`config.mk`:
```
export PLATFORM = sky130hd
export DESIGN_NAME = hazard_scheduler
export DESIGN_NICKNAME = d
export VERILOG_FILES = /design/src/rtl/hazard_scheduler.sv
export SDC_FILE = /design/constraint.sdc
export NUM_CORES = 1
export LEC_CHECK = 0
export ABC_AREA = 1
export BUFFER_PORTS_ARGS = -buffer_cell sky130_fd_sc_hd__buf_2
export CAP_MARGIN = 15
export CORE_MARGIN = 4
export CORE_UTILIZATION = 57
export DETAILED_ROUTE_END_ITERATION = 12
export HOLD_SLACK_MARGIN = 0.1
export PLACE_DENSITY = 0.85
export SLEW_MARGIN = 20
export SYNTH_ARGS = -nofsm -noshare
export SYNTH_HDL_FRONTEND = slang
export SYNTH_SLANG_ARGS = --single-unit
export TNS_END_PERCENT = 20
```
`constraint.sdc`:
```
create_clock -name clk -period 5 [get_ports clk]
set_clock_uncertainty 0.2 [all_clocks]
set_input_delay 0.75 -clock clk [delete_from_list [all_inputs] [get_ports clk]]
set_output_delay 0.75 -clock clk [all_outputs]
set_load 0.005 [all_outputs]
```
`src/rtl/hazard_scheduler.sv`:
```
`default_nettype none
// ============================================================================
// hazard_scheduler : RAW/load-use stall, memory freeze, branch/jump flush and
//                    EX forwarding control for the five-stage MIPS pipeline.
// Optional feature macro: HAZARD_FORWARDING_EN (EX/MEM and MEM/WB forwarding)
// Revision: 1.0 - initial release
// ============================================================================
module hazard_scheduler #(
   parameter int REG_AW = 5,
   parameter int CNT_W  = 16
) (
   input  logic              clk,
   input  logic              rst_n,
   input  logic              id_valid,
   input  logic [REG_AW-1:0] id_rs,
   input  logic [REG_AW-1:0] id_rt,
   input  logic              id_uses_rs,
   input  logic              id_uses_rt,
   input  logic [REG_AW-1:0] id_rd,
   input  logic              id_rf_w_ena,
   input  logic              id_is_load,
   input  logic              id_dmem_ena,
   input  logic              id_is_jump,
   input  logic              ex_branch_taken,
   input  logic              mem_ready,
   output logic              pc_en,
   output logic              if_id_en,
   output logic              id_ex_en,
   output logic              ex_mem_en,
   output logic              mem_wb_en,
   output logic              if_id_flush,
   output logic              id_ex_flush,
   output logic [1:0]        fwd_a,
   output logic [1:0]        fwd_b,
   output logic [CNT_W-1:0]  stall_cycles
);

   // SE shadow (ID/EX)
   logic              se_valid;
   logic [REG_AW-1:0] se_rd;
   logic              se_wen;
   logic              se_load;
   logic              se_dmem;
   logic [REG_AW-1:0] se_rs;
   logic [REG_AW-1:0] se_rt;
   logic              se_uses_rs;
   logic              se_uses_rt;
   // SM shadow (EX/MEM)
   logic              sm_valid;
   logic [REG_AW-1:0] sm_rd;
   logic              sm_wen;
   logic              sm_load;
   logic              sm_dmem;
   // SW shadow (MEM/WB)
   logic              sw_valid;
   logic [REG_AW-1:0] sw_rd;
   logic              sw_wen;

   logic freeze;
   logic hazard;
   logic raw_stall;

   function automatic logic producer_match(
      input logic              valid,
      input logic              wen,
      input logic [REG_AW-1:0] rd,
      input logic              used,
      input logic [REG_AW-1:0] src
   );
      return valid && wen && (rd != '0) && used && (rd == src);
   endfunction

   assign freeze = sm_valid && sm_dmem && !mem_ready;

`ifdef HAZARD_FORWARDING_EN
   // Only a load in EX cannot be forwarded in time for the ID consumer.
   assign hazard = se_load &&
                   (producer_match(se_valid, se_wen, se_rd, id_uses_rs, id_rs) ||
                    producer_match(se_valid, se_wen, se_rd, id_uses_rt, id_rt));

   always_comb begin
      fwd_a = 2'b00;
      fwd_b = 2'b00;
      if (se_valid) begin
         if (producer_match(sm_valid, sm_wen, sm_rd, se_uses_rs, se_rs) && !sm_load)
            fwd_a = 2'b01;
         else if (producer_match(sw_valid, sw_wen, sw_rd, se_uses_rs, se_rs))
            fwd_a = 2'b10;
         if (producer_match(sm_valid, sm_wen, sm_rd, se_uses_rt, se_rt) && !sm_load)
            fwd_b = 2'b01;
         else if (producer_match(sw_valid, sw_wen, sw_rd, se_uses_rt, se_rt))
            fwd_b = 2'b10;
      end
   end
`else
   assign hazard = producer_match(se_valid, se_wen, se_rd, id_uses_rs, id_rs) ||
                   producer_match(se_valid, se_wen, se_rd, id_uses_rt, id_rt) ||
                   producer_match(sm_valid, sm_wen, sm_rd, id_uses_rs, id_rs) ||
                   producer_match(sm_valid, sm_wen, sm_rd, id_uses_rt, id_rt);

   assign fwd_a = 2'b00;
   assign fwd_b = 2'b00;

   // Shadow fields that only the forwarding network consumes.
   logic unused_shadow;
   assign unused_shadow = ^{sm_load, se_rs, se_rt, se_uses_rs, se_uses_rt,
                            sw_valid, sw_rd, sw_wen};
`endif

   assign raw_stall = id_valid && hazard;

   always_comb begin
      pc_en       = 1'b1;
      if_id_en    = 1'b1;
      id_ex_en    = 1'b1;
      ex_mem_en   = 1'b1;
      mem_wb_en   = 1'b1;
      if_id_flush = 1'b0;
      id_ex_flush = 1'b0;
      if (freeze) begin
         pc_en     = 1'b0;
         if_id_en  = 1'b0;
         id_ex_en  = 1'b0;
         ex_mem_en = 1'b0;
         mem_wb_en = 1'b0;
      end else if (ex_branch_taken) begin
         // The ID instruction is wrong-path, so any RAW stall on it is moot.
         if_id_flush = 1'b1;
         id_ex_flush = 1'b1;
      end else if (raw_stall) begin
         pc_en       = 1'b0;
         if_id_en    = 1'b0;
         id_ex_flush = 1'b1;
      end else if (id_valid && id_is_jump) begin
         if_id_flush = 1'b1;
      end
   end

   always_ff @(posedge clk or negedge rst_n) begin
      if (!rst_n) begin
         se_valid   <= 1'b0;
         se_rd      <= '0;
         se_wen     <= 1'b0;
         se_load    <= 1'b0;
         se_dmem    <= 1'b0;
         se_rs      <= '0;
         se_rt      <= '0;
         se_uses_rs <= 1'b0;
         se_uses_rt <= 1'b0;
         sm_valid   <= 1'b0;
         sm_rd      <= '0;
         sm_wen     <= 1'b0;
         sm_load    <= 1'b0;
         sm_dmem    <= 1'b0;
         sw_valid   <= 1'b0;
         sw_rd      <= '0;
         sw_wen     <= 1'b0;
      end else begin
         if (id_ex_en) begin
            se_valid   <= id_valid && !id_ex_flush;
            se_rd      <= id_rd;
            se_wen     <= id_rf_w_ena;
            se_load    <= id_is_load;
            se_dmem    <= id_dmem_ena;
            se_rs      <= id_rs;
            se_rt      <= id_rt;
            se_uses_rs <= id_uses_rs;
            se_uses_rt <= id_uses_rt;
         end
         if (ex_mem_en) begin
            sm_valid <= se_valid;
            sm_rd    <= se_rd;
            sm_wen   <= se_wen;
            sm_load  <= se_load;
            sm_dmem  <= se_dmem;
         end
         if (mem_wb_en) begin
            sw_valid <= sm_valid;
            sw_rd    <= sm_rd;
            sw_wen   <= sm_wen;
         end
      end
   end

   always_ff @(posedge clk or negedge rst_n) begin
      if (!rst_n)
         stall_cycles <= '0;
      else if (!pc_en && (stall_cycles != '1))
         stall_cycles <= stall_cycles + {{(CNT_W-1){1'b0}}, 1'b1};
   end

endmodule
`default_nettype wire

```
# == Word level (Yosys, flattened, before mapping) ==
# Index checks and enable logic that the tools add are counted.
# totals
register_bits,32
inputBits,26
out_inout_bits,27
# classes
n_addsub,1
eq_ne,5
n_mux,11
reduce_logical,26
# ops
operator,n
$eq A5 B5 Y1,4
$logic_and A1 B1 Y1,18
$add A16 B1 Y16 const B,1
$ne A16 B16 Y1 const B,1
$mux W1,11
$reduce_bool A5 Y1,2
$logic_not A1 Y1,3
$logic_or A1 B1 Y1,3

# == Longest topological paths before layout ==
# Gate-level depths: netlist of run 1.
# logic_depth
word_depth,13
mapped_depth,14

# == Worst setup path before layout of run 1 ==
# Ideal clock, no wire load.
# synth_path
kind,input-to-output
start,in id_rt[1]
end,out pc_en
arrival_ns,1.723
required_ns,4.050
setup_slack_ns,2.327
cell_stages,13
n_path_buf,2
cell_sequence,inv_1 nand2_1 nand2_1 nor2_1 nand3_1 nand2_1 nand2_1 nand2_1 nand2_1 nand2_1 buf_4 inv_1 buf_4
# synth_via
elab_chain_cells,9
word_cells_on_any_way,11
# synth_lines
element,line,text
from (decl),16,"input logic [REG_AW-1:0] id_rt,"
$eq A5 B5 Y1,70,return valid && wen && (rd != '0) && used && (rd == src);
$logic_and A1 B1 Y1,70,
$logic_or A1 B1 Y1,96,"assign hazard = producer_match(se_valid, se_wen, se_rd, id_uses_rs, id_rs) ||"
$logic_or A1 B1 Y1,97,"producer_match(se_valid, se_wen, se_rd, id_uses_rt, id_rt) ||"
$logic_or A1 B1 Y1 *,98,"producer_match(sm_valid, sm_wen, sm_rd, id_uses_rs, id_rs) ||"
$logic_and A1 B1 Y1 *,110,assign raw_stall = id_valid && hazard;
$mux W1 * (3 in series),n/a,
to (decl),26,"output logic pc_en,"
# Mark *: on every way between the ends. The rest lies on a longest branch, timed or not.

# == Final worst setup path of run 1 ==
# layout_path
start,in mem_ready
end,out pc_en
# layout_via
elab_chain_cells,3
# layout_lines
element,line,text
from (decl),25,"input logic mem_ready,"
$logic_not A1 Y1,73,assign freeze = sm_valid && sm_dmem && !mem_ready;
$logic_and A1 B1 Y1,73,
$mux W1,120,if (freeze) begin
# No other way between the ends.

==> reports/results.ini, run 1 <==
[grt]
antenna_found_initial=0
first_global_vias=1806
grt_first_pass_wirelength_um=7665
overflow=0
grtUsageTotal_pct=21.90
grt_max_degree=33

[logic_synthesis]
synth_cells=309
ys_seq_area_share_pct=38.30
syn-mean-instance-area_um2=6.766
ys_ff_latch=32
async_flop_share_pct=100.0
synth-main-ff-cell=dfrtp_1
synth-edff-count=0
synth_area_mm2=0.002091
synth_cell_types=29
synth_warnings=0

[power_and_ir_drop]
netSwitchingPower_uw=217.4
finalPower_uw=708.8
powerDensity_mw_per_mm2=294.0
clockPowerShare_pct=35.3
share_comb_of_total_power_pct=19.3
p_int_uw=491.4
ir_drop_v=0.0002196
pwr-share-seq_pct=45.4
p_sw_share_pct=30.67
p_leak_uw=0.001420

[final_layout]
layout_commonest_cell=nand2_1
layout_common_cells=125 x nand2_1, 47 x buf_2, 34 x inv_1, 32 x dfrtp_1, 30 x nand3_1
fill_cells=306
layout.nets=380
drive_above_1_share_pct=18.93
stdcell_count=400
multi_input_area_mm2=0.001054
syn_to_final_growth_pct=15.32
seq_area_um2=800.8
num_antenna_cells=0

[placed_design]
port_buffers=47
globalplace.congestion=0.8458
dp_cells=392
dp_hpwl_um=3436

[die]
start_util_pct=60.74
die_x_um=68.57
die_y_um=68.57
pin_count=53
coreArea_mm2=0.003442
row_count=21
floorplan.die_area_mm2=0.004701

[sta]
slew_violations=0
fin_setup_tns_ns=0
relSlewSlack_pct=51.84
max_freq_mhz=330.9
worst_pin_slew_ns=0.7224
setup_viol_count_final=0
period_share_pct=60.43
finalHoldViolCount=0
fin_crit_ns=3.022
rsz0062_at_grt=no

[clocking]
cts_resized=0
clk_latency_ns=0.29
clockRootBuffer=clkbuf_8
holdBufCountCts=0
clock_path_buffers=2
htree_levels=2
clk_pin_slew_ns=0.07
cts_tree=built
numCtsBuffers=5
cts_setup_buffers=0
clock-sinks=32

[setup_path]
end_kind=output port
path_cells=buf_2, nor2_1, buf_4, inv_1, nand2_1, buf_4, inv_1, buf_2
cp_top_family=buffers and inverters
critical_path_class=primary input to output port
crit_arrival_ns=2.07
cp_max_fo=23
slowest_stage=inv_1
critPathLaunchType=primary input
worst-path-buf-inv=6
max_stage_delay_ns=0.30
crit_required_ns=4.05

[detailed_routing]
dr.pass1.iters=5
avgRoutedWirePerCell_um=12.15
drcViolationCount=0
wl_um=4859
antenna_left=0
via_per_inst=5.013
drtIter0Drc=134
vias=2005

[outcome]
status=finished, final reports clean

[run]
cap_violations=0

[worst_hold_path]
hold_class=register to register

==> path summary, 6_finish.rpt <==
kind	start	to	slack, ns	depth (start not counted)
setup reg to reg	se_rd[4]	stall_cycles[12]	2.89	14
setup / recovery	mem_ready	pc_en	1.98	8
min in group asynchronous	rst_n	stall_cycles[7]	0.32	1
max in group asynchronous	rst_n	se_rd[0]	3.82	1
hold / removal	se_dmem	sm_dmem	0.26	2
hold reg to reg	se_dmem	sm_dmem	0.26	2
==> synth_stat cells, drive strengths merged (2+ instances only) <==
cell	instances	area share, %
nor3	5	2.0
o21ai	13	3.1
nor2	28	5.4
xor2	9	3.8
xnor2	2	0.84
nand2	126	23
inv	36	6.6
clkbuf	4	0.78
dfrtp	32	38
nand3	31	7.7
nand4	6	2.1
buf	11	4.5
==> layout make-up <==
class / count / share of cell area [%]
inverters: 36 / 5.708
clock buffers: 5 / 2.854
well taps: 46 / 2.387
flip-flops and latches: 32 / 33.21
multi-input cells: 229 / 43.69
repair buffers: 49 / 10.38
clock inverters: 3 / 1.764
==> flip-flops by register name, indices dropped and copies added, names as in the netlist <==
register / cells
se_rd: 5
sm_wen: 1
se_valid: 1
sm_rd: 5
stall_cycles: 16
se_dmem: 1
sm_dmem: 1
se_wen: 1
sm_valid: 1
==> power by group through the flow <==
stage | clock network, µW | registers (µW) | logic, µW
final | 250 | 322 | 137
after CTS | 254 | 321 | 138
after global placement | 0 | 324 | 134
after floorplan | 0 | 320 | 90.8
after detailed placement | 0 | 326 | 138
after global routing | 263 | 325 | 160
==> worst min-delay path: cells and delay by family (launching register included) <==
family,cells,cell delay [ns]
flip-flops,1,0.33
buffers and inverters,1,0.05
AND/OR/NAND/NOR,1,0.05
==> logic make-up (layout without fill, tap and decap cells) <==
kind of cell	after synthesis	count (layout)	synth area share, %
XOR/XNOR	11	11	4.608
buffers and inverters	51	93	11.85
AND/OR/NAND/NOR	199	199	41.11
adder cells (fa/ha/maj)	1	1	0.5983
flip-flops	32	32	38.30
AO/OA/AOI/OAI	14	14	3.351
other	1	4	0.1794
==> through the flow <==
step	instance area (µm²)	setup WS [ns]	hold WS, ns	util, %
floorplan	2102	2.327	0.2198	-
global placement	2300	2.019	0.2333	66.81
detailed placement	2300	1.995	0.2438	66.81
CTS	2411	1.975	0.2627	70.05
global route	2411	1.827	0.2871	70.05
finish	2411	1.978	0.2579	70.05
==> per-layer routing <==
| metal | wire [µm] | share of wire [%] | GRT usage (%) |
|---|---|---|---|
| met5 | 0 | 0 | 0 |
| met4 | 84 | 1.7 | 8.685 |
| met3 | 263 | 5.4 | 3.566 |
| met2 | 2498 | 51 | 39.57 |
| met1 | 2012 | 41 | 25.57 |
No activity file was read; power rests on OpenSTA's default activity.
==> run 2, diff against run 1 <==
--- a/config.mk
+++ b/config.mk
@@ -9,10 +9,10 @@
 export BUFFER_PORTS_ARGS = -buffer_cell sky130_fd_sc_hd__buf_2
 export CAP_MARGIN = 15
 export CORE_MARGIN = 4
-export CORE_UTILIZATION = 57
+export CORE_UTILIZATION = 48
 export DETAILED_ROUTE_END_ITERATION = 12
 export HOLD_SLACK_MARGIN = 0.1
-export PLACE_DENSITY = 0.85
+export PLACE_DENSITY = 0.76
 export SLEW_MARGIN = 20
 export SYNTH_ARGS = -nofsm -noshare
 export SYNTH_HDL_FRONTEND = slang
==> constraint.sdc (replaced) <==
create_clock -name clk -period 2.6 [get_ports clk]
set_clock_uncertainty 0.2 [all_clocks]
set_input_delay 0.39 -clock clk [delete_from_list [all_inputs] [get_ports clk]]
set_output_delay 0.39 -clock clk [all_outputs]
set_load 0.005 [all_outputs]
==> run 2 against run 1 <==
  * First-iteration DRC count fell by 16%
  * Largest cell class unchanged
  * Global-route usage decreased by 2.7 points
  * Setup slack got worse by 1.6 ns
  * Highest routed layer unchanged
  * Critical path type is now register to output port
==> reports/results.ini, run 2 (same netlist as run 1, synthesis figures left out) <==
[grt]
antenna_found_initial=0  ; unchanged
first_global_vias=1798  ; -0.44%
grtUsageTotal_pct=19.23  ; -2.7 points
grt_first_pass_wirelength_um=8086  ; +5.5%
grt_max_degree=33  ; unchanged
overflow=0  ; unchanged

[sta]
max_freq_mhz=451.4
relSlewSlack_pct=53.25  ; +1.4 points
fin_setup_tns_ns=0  ; unchanged
setup_viol_count_final=0  ; unchanged
hold-worst-slack_ns=0.1165  ; -0.1414 ns
slew_violations=0  ; unchanged
rsz0062_at_grt=no
period_share_pct=85.20
worst_pin_slew_ns=0.7013  ; -0.02110 ns
fin_crit_ns=2.215
finalHoldViolCount=0  ; unchanged
fin_ws_ns=0.3848  ; -1.594 ns

[clocking]
clockRootBuffer=clkbuf_8
numCtsBuffers=5  ; unchanged
cts_tree=built
clk_pin_slew_ns=0.07  ; about the same
htree_levels=2  ; unchanged
clock-sinks=32  ; unchanged
cts_resized=0  ; unchanged
holdBufCountCts=5  ; +5
clock_path_buffers=2  ; unchanged
clk_latency_ns=0.29  ; about the same
cts_setup_buffers=0  ; unchanged

[die]
die_y_um=74  ; +7.9%
coreArea_mm2=0.004115  ; +20%
row_count=23  ; +9.5%
die_x_um=74  ; +7.9%
pin_count=53  ; unchanged
floorplan.die_area_mm2=0.005476  ; +16%
start_util_pct=50.81  ; -9.9 points

[run]
cap_violations=0  ; unchanged

[setup_path]
critPathLaunchType=register
crit_arrival_ns=1.63  ; -0.44 ns
max_stage_delay_ns=0.41  ; +0.11 ns
end_kind=output port
r2r-start=sm_rd[3]
path_cells=inv_1, nand2_1, nand2_1, nor2_1, nand3_1, nand2_1, nand2_1, nand2_1, nand2_1, nand2_1, inv_1, buf_2
cpMostUsedCell=nand2_1
cp_max_fo=4  ; -83%
critical_path_class=register to output port
reg2regPathDepth=14  ; unchanged
startpoint=sm_rd[3]
crit_required_ns=2.01  ; -2.04 ns
worst-path-buf-inv=3  ; -3
crit_cells=12  ; +4
cp_top_family=simple AND/OR/NAND/NOR gates
slowest_stage=dfrtp_1

[worst_hold_path]
min_path_cells=3  ; +1
hold_class=primary input to register
hold_start=id_rd[3]

[detailed_routing]
dr.pass1.iters=4  ; -1
drtIter0Drc=113  ; -16%
drcViolationCount=0  ; unchanged
wl_um=4708  ; -3.1%
via_per_inst=4.800  ; -4.2%
vias=1968  ; -1.8%
avgRoutedWirePerCell_um=11.48  ; -5.5%
antenna_left=0  ; unchanged

[final_layout]
num_antenna_cells=0  ; unchanged
layout.nets=386  ; +1.6%
fin_util_pct=60.02  ; -10 points
largestRegisters=stall_cycles x16, se_rd x5, sm_rd x5
syn_to_final_growth_pct=18.13
layout_commonest_cell=nand2_1
largest_reg_flops=16  ; unchanged
top_register=stall_cycles
layout_common_cells=125 x nand2_1, 47 x buf_2, 34 x inv_1, 32 x dfrtp_1, 30 x nand3_1
drive_above_1_share_pct=18.61  ; -0.32 points
fill_cells=403  ; +32%

[placed_design]
globalplace.congestion=0.8526  ; +0.80%
dp_slack_ns=0.5126  ; -1.483 ns
dp_hpwl_um=3423  ; -0.40%
port_buffers=47  ; unchanged

[power_and_ir_drop]
p_leak_uw=0.001447  ; +1.8%
ir_drop_v=0.0005977  ; +170%
powerDensity_mw_per_mm2=548.7  ; +87%
finalPower_uw=1355  ; +91%

[outcome]
status=finished, final reports clean

[run 2: changes by cell type in the layout (fill, tap and decap cells not counted)]
cell and delta:
dlygate4sd3_1 +5, buf_4 +1, clkbuf_1 +1, clkinvlp_4 -1
[run 2: power breakdown]
group | internal [µW] | total [µW] | switching, µW
registers | 553 | 617 | 63.5
clock network | 284 | 470 | 186
logic | 115 | 268 | 153
[run 2: tightest hold or removal path: cells and delay by family]
family | cells | cell delay [ns]
buf+inv | 1 | 0.08
compound gates | 1 | 0.06
simple gates | 1 | 0.04
[run 2: routing by layer]
| metal | GRT usage, % | part of all wire [%] | vias up |
|---|---|---|---|
| met4 | 7.243 | 1.7 | 0 |
| met2 | 32.78 | 49 | 37 |
| met3 | 4.054 | 4.6 | 7 |
| met5 | 0 | 0 | - |
| met1 | 23.93 | 45 | 884 |
| li1 | - | - | 1040 |
[run 2: stage by stage]
step	std cells	cell area [µm²]
2_1_floorplan	312	2102
3_3_place_gp	397	2312
3_5_place_dp	397	2312
4_1_cts	410	2470
5_1_grt	410	2470
6_report	410	2470
[run 2: final timing paths]
| path | end | slack, ns |
|---|---|---|
| min reg2reg | sm_dmem | 0.25 |
| min in group asynchronous | stall_cycles[15] | 0.49 |
| max in group asynchronous | stall_cycles[6] | 1.26 |
| max reg2reg | stall_cycles[6] | 0.58 |
| min | se_rd[3] | 0.12 |
| max | pc_en | 0.38 |
[run 2: area by class of cell]
type | instances | area [µm²] | area share, %
Timing Repair Buffer | 55 | 307.8 | 12.46
Tap cell | 50 | 62.56 | 2.533
Multi-Input combinational cell | 229 | 1054 | 42.65
Inverter | 36 | 137.6 | 5.572
Clock inverter | 2 | 35.03 | 1.418
Sequential cell | 32 | 800.8 | 32.42
Clock buffer | 6 | 72.57 | 2.938
==> run 3, diff against run 2 <==
--- a/config.mk
+++ b/config.mk
@@ -8,11 +8,11 @@
 export ABC_AREA = 1
 export BUFFER_PORTS_ARGS = -buffer_cell sky130_fd_sc_hd__buf_2
 export CAP_MARGIN = 15
-export CORE_MARGIN = 4
-export CORE_UTILIZATION = 48
+export CORE_MARGIN = 5
+export CORE_UTILIZATION = 45
 export DETAILED_ROUTE_END_ITERATION = 12
 export HOLD_SLACK_MARGIN = 0.1
-export PLACE_DENSITY = 0.76
+export PLACE_DENSITY = 0.72
 export SLEW_MARGIN = 20
 export SYNTH_ARGS = -nofsm -noshare
 export SYNTH_HDL_FRONTEND = slang
==> run 3 against run 2 <==
  * Clock-buffer cell count grew 1
  * Flip-flop and latch count unchanged
  * Non-clock buffer count decreased by 3
  * Global-route usage fell by 3.1 points
  * First-iteration DRC count down 7.1%
  * Sequential power hardly changed
  * Combinational power barely moved
  * Register-to-register slack got worse by 0.02 ns
  * Critical path depth is the same
  * Hold slack worse by 0.0037 ns
  * Maximum frequency is 0.89% lower
  * Setup slack worse by 0.020 ns
==> reports/results.ini, run 3 (same netlist as run 1, synthesis figures left out) <==
[sta]
max_freq_mhz=447.4  ; -0.89%
relSlewSlack_pct=53.50  ; +0.25 points
fin_crit_ns=2.235  ; +0.02001 ns
rsz0062_at_grt=no
finalHoldViolCount=0  ; unchanged
worst_pin_slew_ns=0.6976  ; -0.003742 ns
slew_violations=0  ; unchanged
fin_setup_tns_ns=0  ; unchanged
period_share_pct=85.97  ; +0.77 points
setup_viol_count_final=0  ; unchanged

[worst_hold_path]
hold-path-endpoint=se_rd[1]
min_path_cells=3  ; unchanged
hold_start=id_rd[1]
hold_class=primary input to register

[setup_path]
critical_path_class=register to output port
worst-path-buf-inv=3  ; unchanged
end_kind=output port
max_stage_delay_ns=0.41  ; about the same
cp_max_fo=4  ; unchanged
r2r_end=stall_cycles[1]
critPathLaunchType=register
r2r-start=sm_rd[3]
crit_required_ns=2.01  ; about the same
slowest_stage=dfrtp_1
cpMostUsedCell=nand2_1
path_cells=inv_1, nand2_1, nand2_1, nor2_1, nand3_1, nand2_1, nand2_1, nand2_1, nand2_1, nand2_1, inv_1, buf_2
cp_top_family=simple AND/OR/NAND/NOR gates
crit_cells=12  ; unchanged
r2r_slack_ns=0.56  ; -0.02 ns
reg2regPathDepth=14  ; unchanged
crit_arrival_ns=1.65  ; +0.02 ns

[clocking]
cts_resized=0  ; unchanged
numCtsBuffers=5  ; unchanged
htree_levels=2  ; unchanged
cts_tree=built
clockRootBuffer=clkbuf_8
clk_pin_slew_ns=0.07  ; about the same
clock-sinks=32  ; unchanged
clock_path_buffers=2  ; unchanged
clk_latency_ns=0.28  ; about the same

[placed_design]
globalplace.congestion=0.8374  ; -1.8%
port_buffers=47  ; unchanged
dp_hpwl_um=3502  ; +2.3%

[final_layout]
drive_above_1_share_pct=18.77  ; +0.16 points
largestRegisters=stall_cycles x16, se_rd x5, sm_rd x5
top_register=stall_cycles
layout.nets=383  ; -0.78%
layout_commonest_cell=nand2_1
fin_util_pct=55.43  ; -4.6 points
largest_reg_flops=16  ; unchanged
syn_to_final_growth_pct=17.83
layout_common_cells=125 x nand2_1, 47 x buf_2, 34 x inv_1, 32 x dfrtp_1, 30 x nand3_1
num_antenna_cells=0  ; unchanged

[die]
row_count=24  ; +4.3%
die_y_um=78.16  ; +5.6%
pin_count=53  ; unchanged
die_x_um=78.16  ; +5.6%
coreArea_mm2=0.004444  ; +8.0%
start_util_pct=47.04  ; -3.8 points
floorplan.die_area_mm2=0.006109  ; +12%

[detailed_routing]
drcViolationCount=0  ; unchanged
antenna_left=0  ; unchanged
drtIter0Drc=105  ; -7.1%
avgRoutedWirePerCell_um=11.61  ; +1.1%
vias=1949  ; -0.97%
wl_um=4748  ; +0.85%
dr.pass1.iters=4  ; unchanged
via_per_inst=4.765  ; -0.72%

[grt]
grtUsageTotal_pct=16.13  ; -3.1 points
grtUsageMet3_pct=3.776  ; -0.28 points
first_global_vias=1798  ; unchanged
busiest_layer=met2
antenna_found_initial=0  ; unchanged
grtUsageMet1_pct=19.01  ; -4.9 points
overflow=0  ; unchanged
grt_first_pass_wirelength_um=7976  ; -1.4%
grt_max_degree=33  ; unchanged
grt_use_met2_pct=28.94  ; -3.8 points

[power_and_ir_drop]
p_int_uw=1004  ; +5.4%
ir_drop_v=0.0003909  ; -35%
clockPowerShare_pct=37.2  ; +2.5 points
powerDensity_mw_per_mm2=571.7  ; +4.2%
p_leak_uw=0.001443  ; -0.23%
netSwitchingPower_uw=404.5  ; +0.39%
pwr-share-seq_pct=43.7  ; -1.8 points
p_sw_share_pct=28.72  ; -1.0 points
share_comb_of_total_power_pct=19.1  ; -0.7 points

[run]
cap_violations=0  ; unchanged

[outcome]
status=finished, final reports clean

[run 3: changes by cell type in the layout (fill, tap and decap cells not counted), sizes merged]
cell and delta:
buf -1, clkbuf +1, clkinv -1, dlygate4sd3 -2
[run 3: area by class of cell]
class                   count  area [µm²]
clock inverters             1       30.03
clock buffers               7       96.34
inverters                  36       137.6
multi-input cells         229        1054
well taps                  52       65.06
repair buffers             52       280.3
flip-flops and latches     32       800.8
fillers                   448        1981
[run 3: routing by layer]
metal | share of wire [%] | routed length, µm
met5 | 0 | 0
met4 | 1.3 | 61
met3 | 4.8 | 228
met2 | 50 | 2369
met1 | 44 | 2088
[run 3: worst max-delay path by stage]
stage,startpoint,slack (ns),endpoint
2_1_floorplan,sm_rd[0],0.64,pc_en
3_3_place_gp,id_rt[4],0.51,stall_cycles[2]
3_5_place_dp,id_rs[1],0.48,stall_cycles[1]
4_1_cts,se_rd[2],0.33,if_id_en
5_1_grt,sm_valid,0.16,if_id_flush
6_report,sm_rd[3],0.36,pc_en
[run 3: power groups by stage]
stage	Combinational [µW]	Clock, µW	Sequential, µW
floorplan	175	0	615
global placement	261	0	621
detailed placement	267	0	623
CTS	274	545	615
global route	314	563	625
finish	269	523	616
[run 3: per-stage QoR]
stage | std cells | worst slack, ns | total power (µW) | instance area (µm²) | hold WS, ns
2_1_floorplan | 312 | 0.6422 | 789.9 | 2102 | -0.1056
3_3_place_gp | 398 | 0.5086 | 881.3 | 2307 | 0.2320
3_5_place_dp | 398 | 0.4824 | 890.7 | 2307 | 0.2418
4_1_cts | 409 | 0.3286 | 1434 | 2464 | 0.1018
5_1_grt | 409 | 0.1589 | 1502 | 2464 | 0.1105
6_report | 409 | 0.3648 | 1408 | 2464 | 0.1128
[run 3: timing repair]
item                      CTS  global route
setup buffers               0             0
hold buffers                3             0
hold endpoints to repair   34             0
[run 3: worst reg2reg max path: stages (launching register included)]
cell and delay, ns:
dfrtp_1 0.41, inv_1 0.09, nand2_1 0.07, nand2_1 0.05
nor2_1 0.11, nand3_1 0.08, nand2_1 0.08, nand2_1 0.06
nand2_1 0.11, nand2_1 0.06, nand2_1 0.08, buf_4 0.26
nand2_4 0.15, nand2_1 0.09, nand2_1 0.05
